--- config.mk ---
export PLATFORM = sky130hd
export DESIGN_NAME = multicycle_main_control
export DESIGN_NICKNAME = d
export VERILOG_FILES = /design/src/rtl/mips_ctrl_pkg.sv /design/src/rtl/mc_output_decode.sv /design/src/rtl/multicycle_main_control.sv
export SDC_FILE = /design/constraint.sdc
export NUM_CORES = 1
export LEC_CHECK = 0
export CORE_AREA = 2 2 43 45
export CTS_CLUSTER_SIZE = 20
export DETAILED_ROUTE_END_ITERATION = 16
export DIE_AREA = 0 0 45 47
export PLACE_DENSITY = 0.85
export SETUP_SLACK_MARGIN = 0.2
export SYNTH_ARGS = -nofsm -noshare
export SYNTH_HDL_FRONTEND = slang
export SYNTH_SLANG_ARGS = --single-unit
export TNS_END_PERCENT = 50
--- constraint.sdc ---
create_clock -name clk -period 2 [get_ports clk]
set_input_delay 0.4 -clock clk [delete_from_list [all_inputs] [get_ports clk]]
set_output_delay 0.4 -clock clk [all_outputs]
set_load 0.05 [all_outputs]
--- src/rtl/mips_ctrl_pkg.sv ---
// Shared encodings for the multicycle MIPS main control: opcodes, FSM states,
// ALUOp classes and the packed control word handed from decoder to top.
package mips_ctrl_pkg;

  localparam logic [5:0] OP_RTYPE = 6'd0;
  localparam logic [5:0] OP_J     = 6'd2;
  localparam logic [5:0] OP_BEQ   = 6'd4;
  localparam logic [5:0] OP_ADDI  = 6'd8;
  localparam logic [5:0] OP_SLTI  = 6'd10;
  localparam logic [5:0] OP_LW    = 6'd35;
  localparam logic [5:0] OP_SW    = 6'd43;

  localparam logic [3:0] ALUOP_ADD   = 4'd0;
  localparam logic [3:0] ALUOP_SUB   = 4'd1;
  localparam logic [3:0] ALUOP_FUNCT = 4'd2;
  localparam logic [3:0] ALUOP_ADDI  = 4'd3;
  localparam logic [3:0] ALUOP_SLTI  = 4'd4;

  typedef enum logic [3:0] {
    S_FETCH     = 4'd0,
    S_DECODE    = 4'd1,
    S_MEM_ADDR  = 4'd2,
    S_MEM_READ  = 4'd3,
    S_MEM_WB    = 4'd4,
    S_MEM_WRITE = 4'd5,
    S_EXECUTE   = 4'd6,
    S_R_WB      = 4'd7,
    S_BRANCH    = 4'd8,
    S_JUMP      = 4'd9,
    S_IMM_EXEC  = 4'd10,
    S_IMM_WB    = 4'd11
  } state_t;

  typedef struct packed {
    logic       pc_write;
    logic       pc_write_cond;
    logic       i_or_d;
    logic       mem_read;
    logic       mem_write;
    logic       mem_to_reg;
    logic       ir_write;
    logic       alu_src_a;
    logic       reg_write;
    logic       reg_dst;
    logic [1:0] pc_source;
    logic [1:0] alu_src_b;
    logic [3:0] alu_op;
  } ctrl_t;

endpackage

--- src/rtl/mc_output_decode.sv ---
// Combinational Moore decode of the registered state into the datapath control word.
// Only IMM_EXEC looks at the opcode; only FETCH lets mem_ready reach an enable.
module mc_output_decode
  import mips_ctrl_pkg::*;
(
  input  state_t      state_i,
  input  logic [5:0]  op_i,
  input  logic        mem_ready_i,
  output ctrl_t       ctrl_o
);

  always_comb begin
    ctrl_o = '0;
    case (state_i)
      S_FETCH: begin
        ctrl_o.mem_read  = 1'b1;
        ctrl_o.alu_src_b = 2'b01;
        ctrl_o.alu_op    = ALUOP_ADD;
        ctrl_o.ir_write  = mem_ready_i;
        ctrl_o.pc_write  = mem_ready_i;
      end
      S_DECODE: begin
        ctrl_o.alu_src_b = 2'b11;
        ctrl_o.alu_op    = ALUOP_ADD;
      end
      S_MEM_ADDR: begin
        ctrl_o.alu_src_a = 1'b1;
        ctrl_o.alu_src_b = 2'b10;
        ctrl_o.alu_op    = ALUOP_ADD;
      end
      S_MEM_READ: begin
        ctrl_o.mem_read = 1'b1;
        ctrl_o.i_or_d   = 1'b1;
      end
      S_MEM_WB: begin
        ctrl_o.mem_to_reg = 1'b1;
        ctrl_o.reg_write  = 1'b1;
      end
      S_MEM_WRITE: begin
        ctrl_o.mem_write = 1'b1;
        ctrl_o.i_or_d    = 1'b1;
      end
      S_EXECUTE: begin
        ctrl_o.alu_src_a = 1'b1;
        ctrl_o.alu_op    = ALUOP_FUNCT;
      end
      S_R_WB: begin
        ctrl_o.reg_dst   = 1'b1;
        ctrl_o.reg_write = 1'b1;
      end
      S_BRANCH: begin
        ctrl_o.alu_src_a     = 1'b1;
        ctrl_o.alu_op        = ALUOP_SUB;
        ctrl_o.pc_write_cond = 1'b1;
        ctrl_o.pc_source     = 2'b01;
      end
      S_JUMP: begin
        ctrl_o.pc_write  = 1'b1;
        ctrl_o.pc_source = 2'b10;
      end
      S_IMM_EXEC: begin
        ctrl_o.alu_src_a = 1'b1;
        ctrl_o.alu_src_b = 2'b10;
        ctrl_o.alu_op    = (op_i == OP_ADDI) ? ALUOP_ADDI : ALUOP_SLTI;
      end
      S_IMM_WB: begin
        ctrl_o.reg_write = 1'b1;
      end
      default: ctrl_o = '0;
    endcase
  end

endmodule

--- src/rtl/multicycle_main_control.sv ---
// Main control FSM of the multicycle MIPS datapath; memory states stall on mem_ready.
// Write enables are masked combinationally by reset so an abort needs no clock edge.
module multicycle_main_control
  import mips_ctrl_pkg::*;
#(
  parameter bit MEM_WAIT_EN = 1'b1
) (
  input  logic       clk,
  input  logic       reset,
  input  logic [5:0] Op,
  input  logic       mem_ready,
  output logic       PCWrite,
  output logic       PCWriteCond,
  output logic       IorD,
  output logic       MemRead,
  output logic       MemWrite,
  output logic       MemtoReg,
  output logic       IRWrite,
  output logic       ALUSrcA,
  output logic       RegWrite,
  output logic       RegDst,
  output logic [1:0] PCSource,
  output logic [1:0] ALUSrcB,
  output logic [3:0] ALUOp,
  output logic [3:0] state,
  output logic       illegal_op,
  output logic       instr_done
);

  state_t state_q, state_d;
  logic   illegal_op_q, illegal_op_d;
  logic   instr_done_q, instr_done_d;
  logic   ready;
  ctrl_t  ctrl;

  assign ready = MEM_WAIT_EN ? mem_ready : 1'b1;

  always_comb begin
    state_d = state_q;
    case (state_q)
      S_FETCH:     if (ready) state_d = S_DECODE;
      S_DECODE: begin
        case (Op)
          OP_RTYPE:         state_d = S_EXECUTE;
          OP_LW, OP_SW:     state_d = S_MEM_ADDR;
          OP_BEQ:           state_d = S_BRANCH;
          OP_J:             state_d = S_JUMP;
          OP_ADDI, OP_SLTI: state_d = S_IMM_EXEC;
          default:          state_d = S_FETCH;
        endcase
      end
      S_MEM_ADDR: begin
        if (Op == OP_LW)      state_d = S_MEM_READ;
        else if (Op == OP_SW) state_d = S_MEM_WRITE;
        else                  state_d = S_FETCH;
      end
      S_MEM_READ:  if (ready) state_d = S_MEM_WB;
      S_MEM_WRITE: if (ready) state_d = S_FETCH;
      S_EXECUTE:   state_d = S_R_WB;
      S_IMM_EXEC:  state_d = S_IMM_WB;
      S_MEM_WB, S_R_WB, S_BRANCH, S_JUMP, S_IMM_WB: state_d = S_FETCH;
      default:     state_d = S_FETCH;
    endcase
  end

  // Only genuine retirements pulse instr_done; DECODE fallthrough and stray encodings do not.
  always_comb begin
    illegal_op_d = (state_q == S_DECODE) && (state_d == S_FETCH);
    instr_done_d = (state_d == S_FETCH) &&
                   (state_q inside {S_MEM_WB, S_MEM_WRITE, S_R_WB, S_BRANCH, S_JUMP, S_IMM_WB});
  end

  always_ff @(posedge clk or posedge reset) begin
    if (reset) begin
      state_q      <= S_FETCH;
      illegal_op_q <= 1'b0;
      instr_done_q <= 1'b0;
    end else begin
      state_q      <= state_d;
      illegal_op_q <= illegal_op_d;
      instr_done_q <= instr_done_d;
    end
  end

  mc_output_decode u_decode (
    .state_i     (state_q),
    .op_i        (Op),
    .mem_ready_i (ready),
    .ctrl_o      (ctrl)
  );

  assign PCWrite     = ctrl.pc_write      & ~reset;
  assign PCWriteCond = ctrl.pc_write_cond & ~reset;
  assign IRWrite     = ctrl.ir_write      & ~reset;
  assign RegWrite    = ctrl.reg_write     & ~reset;
  assign MemWrite    = ctrl.mem_write     & ~reset;
  assign IorD        = ctrl.i_or_d;
  assign MemRead     = ctrl.mem_read;
  assign MemtoReg    = ctrl.mem_to_reg;
  assign ALUSrcA     = ctrl.alu_src_a;
  assign RegDst      = ctrl.reg_dst;
  assign PCSource    = ctrl.pc_source;
  assign ALUSrcB     = ctrl.alu_src_b;
  assign ALUOp       = ctrl.alu_op;
  assign state       = state_q;
  assign illegal_op  = illegal_op_q;
  assign instr_done  = instr_done_q;

endmodule

==> flow_summary.json, run 1 <==
{
  "status": "did not finish",
  "haltStage": "clock tree synthesis",
  "firstError": "[ERROR DPL-0038] Utilization greater than 100%, impossible to legalize",
  "io_buffers": 31,
  "root_buffer": "clkbuf_4",
  "clock-sinks": 6,
  "cts_max_level": 1,
  "cts.path.max_buffers": 2,
  "placed_cell_area_um2": 1410,
  "synth_cell_types": 37,
  "synth-seq-area-share": 0.229,
  "synth_top_area_frac": 0.229,
  "initial_core_util": 0.397,
  "yosys.area.top_type": "dfrtp_1",
  "place_inst": 148,
  "cts_buffers": 3,
  "dpl.hpwl_um": 1990,
  "synthArstFlopShare": 1.00,
  "syn_nets": 99,
  "cts_hold_buf": 0,
  "pre_cts_slack_ps": -313,
  "synthFlopType": "dfrtp_1",
  "synth_area_um2": 656,
  "cts_setup_buffers": 23,
  "num_rows": 15,
  "synth_edf_count": 0,
  "gp_congestion": 0.958,
  "synth.avg_cell_area_um2": 7.28,
  "synth_seq_cells": 6,
  "cts-resized-gates": 43,
  "io_pins": 33,
  "die_h_um": 47,
  "die_w_um": 45,
  "ys_top_cells_by_area": "dfrtp_1 23%, nor2_1 8.6%, nand2b_1 4.8%, nor4_1 4.8%, nor3_1 4.6%",
  "synth_cells": 90,
  "ys_warn_count": 0
}
-- cells by family after synthesis --
family	count (synthesis)	synth area share
AOI/OAI and AO/OA	15	0.170
xor gates and xnor gates	1	0.0134
buffers and inverters	8	0.0744
DFF	6	0.229
other	1	0.00572
and+or+nand+nor	59	0.508
-- metrics by stage --
stage | hold WS, ps | util | TNS [ps]
detailed placement | 604 | 0.855 | -841
global placement | 604 | 0.855 | -445
floorplan | 191 | - | -283
-- synth_stat cells, drive strengths merged, types with 2 or more instances --
cell type / number
a21oi: 4
o21ai: 2
nor2: 15
nand3: 3
nor3: 6
buf: 7
nand2b: 5
nor2b: 2
nand2: 6
nor4: 5
a21o: 2
nand4: 4
dfrtp: 6
nor3b: 3
==> inputs of run 2 (changes only) <==
- CORE_AREA: 2 2 43 45 -> 2 2 63 65
- CTS_CLUSTER_SIZE: 20 -> default
- DIE_AREA: 0 0 45 47 -> 0 0 65 67
- PLACE_DENSITY: 0.85 -> default
- PLACE_DENSITY_LB_ADDON: default -> 0.15
- SETUP_SLACK_MARGIN: 0.2 -> default
==> run 2 against run 1 <==
Net effect:
- the flow now finishes, with violations (setup timing)
- area after synthesis stayed put
- synthesized cell count is the same
==> flow_summary.json, run 2 <==
{
  "status": "complete, but fails checks",
  "violations": "setup timing",
  "place_inst": 177,
  "worst_slack_ps": -11.8,
  "cp-start-kind": "input pin",
  "root_buffer": "clkbuf_8",
  "core_area_um2": 3610,
  "worstReg2RegEnd": "state[1]$_DFF_PP0_",
  "diodes": 0,
  "fin_worst_skew_ps": 0.864,
  "wl_per_cell_um": 14.5,
  "power.density_nw_per_um2": 419,
  "largest_register_ffs": 4,
  "fmax_mhz": 497,
  "drtPass1Iterations": 4,
  "dieArea_um2": 4360,
  "grt_max_degree": 15,
  "hold_class": "in -> async",
  "synthAdderAreaFrac": 0,
  "timing.reg2reg.setup_slack_ps": 460,
  "final_cells": 183,
  "synth_area_um2": 656,
  "grt_pass1_wl_um": 4310,
  "synth-seq-area-share": 0.229,
  "gp_congestion": 0.820,
  "rsz0062_at_grt": "true",
  "cts.path.max_buffers": 2,
  "synth_common_cells": "15 x nor2_1, 6 x dfrtp_1, 6 x nand2_1, 6 x nor3_1",
  "synth_cells": 90,
  "synth_top_family_by_area": "simple AND/OR/NAND/NOR gates",
  "via_per_inst": 5.02,
  "cp_max_fo": 2,
  "track_usage": 0.130,
  "cp.arrival_ps": 1610,
  "r2r-start": "state[0]$_DFF_PP0_",
  "io_buffers": 31,
  "clock_latency_ps": 220,
  "cts_tree": "yes",
  "cts_buffers": 3,
  "synth_xor_area_frac": 0.0134,
  "nets": 146,
  "synth_edf_count": 0,
  "crit_type": "in -> out",
  "vias": 919,
  "r2r_cells": 5,
  "multiInputGateArea_um2": 627,
  "fin_util": 0.427,
  "die_h_um": 67,
  "fin_crit_ps": 2010,
  "postLayoutCellArea_um2": 1540,
  "drv_slew": 0,
  "drive_gt1_frac": 0.541,
  "num_rows": 22,
  "synth.avg_cell_area_um2": 7.28,
  "yosysMostFrequentCell": "nor2_1",
  "yosys.area.top_type": "dfrtp_1",
  "fill_cells": 348,
  "final_common_cell": "buf_12",
  "synth_compound_area_frac": 0.170,
  "cts_max_level": 1,
  "max-cap-violations": 0,
  "drtIter0Drc": 32,
  "total_power_uw": 646,
  "end_kind": "output port",
  "die_w_um": 65,
  "cts_hold_buf": 0,
  "syn_nets": 99,
  "synthMuxAreaShare": 0,
  "io_pins": 33,
  "antenna_found_initial": 0,
  "critPathLaunch": "Op[1]",
  "report.final.hold_viol_count": 0,
  "dpl.hpwl_um": 1970,
  "placed_cell_area_um2": 1430,
  "synthFlopType": "dfrtp_1",
  "peakVddDrop_mv": 0.152,
  "clock-sinks": 6,
  "synth_cell_types": 37,
  "syn_to_final_growth_pct": 135,
  "mostFrequentLayoutCells": "20 x buf_12, 17 x buf_4, 14 x nor2_1",
  "path_clk_slew_ps": 30,
  "synthArstFlopShare": 1.00,
  "synth_seq_cells": 6,
  "ys_top_cells_by_area": "dfrtp_1 23%, nor2_1 8.6%, nand2b_1 4.8%, nor4_1 4.8%, nor3_1 4.6%",
  "ys_warn_count": 0,
  "ant_nets": 0,
  "critPathRequiredTime_ps": 1600,
  "fin_crit_sh": 1.01,
  "leakage_nw": 0.602,
  "grt_overflow": 0,
  "pre_cts_slack_ps": -291,
  "setup_viol": 1,
  "endpoint": "ALUOp[1]",
  "initial_core_util": 0.182,
  "synth_top_area_frac": 0.229,
  "grt_pass1_vias": 914,
  "seq_area_um2": 158,
  "synthSimpleGateAreaFrac": 0.508,
  "totalWireLength_um": 2650,
  "drc": 0
}
[run 2: worst min-delay path by stage]
stage               slack, ps          startpoint                   end
floorplan                 190               reset  illegal_op$_DFF_PP0_
global placement          690  state[2]$_DFF_PP0_  illegal_op$_DFF_PP0_
global route              640               reset  illegal_op$_DFF_PP0_
CTS                       620               reset  instr_done$_DFF_PP0_
finish                    610               reset  instr_done$_DFF_PP0_
detailed placement        680  state[2]$_DFF_PP0_  illegal_op$_DFF_PP0_
[run 2: layout make-up]
| class | count | area share |
|---|---|---|
| clock buffer | 3 | 0.0268 |
| inverter | 1 | 0.00244 |
| multi-input combinational | 76 | 0.407 |
| sequential | 6 | 0.102 |
| tap | 48 | 0.0390 |
| timing repair buffer | 49 | 0.422 |
[run 2: routing by layer]
layer,part of all wire,global-route usage,vias to the layer above
met3,0.064,0.0169,17
met1,0.38,0.154,434
li1,-,-,421
met2,0.51,0.228,47
met5,0,0,-
met4,0.042,0.0718,0
[run 2: report_power, final]
| part | switching [mW] | internal, mW | leakage [nW] | total (mW) |
|---|---|---|---|---|
| registers | 0.0179 | 0.131 | 0.0746 | 0.149 |
| clock network | 0.0501 | 0.129 | 0.0216 | 0.179 |
| logic | 0.172 | 0.146 | 0.505 | 0.318 |
| total | 0.240 | 0.406 | 0.602 | 0.646 |
[run 2: cells by family after synthesis]
logic type | after synthesis
simple gates | 59
other cells | 1
compound gates | 15
buf+inv | 8
xor+xnor | 1
flops | 6
[run 2: timing repair]
action | in CTS | in global routing
pin swaps | 3 | 4
endpoints found under the setup margin | 5 | 7
setup buffers | 3 | 0
resized for setup | 8 | 9
[run 2: worst max-delay path, stage by stage]
cell and delay [ps]:
clkdlybuf4s15_1 240, nor4_4 330, and3b_2 240, nand2b_1 70, a21oi_2 170, buf_12 150
[run 2: per-stage QoR]
step / hold WS, ps / setup TNS (ps)
6_report: 611 / -11.8
2_1_floorplan: 191 / -346
3_3_place_gp: 690 / -726
3_5_place_dp: 683 / -750
5_1_grt: 643 / -95.9
4_1_cts: 620 / 0
Power figures use the tool's default switching activity.
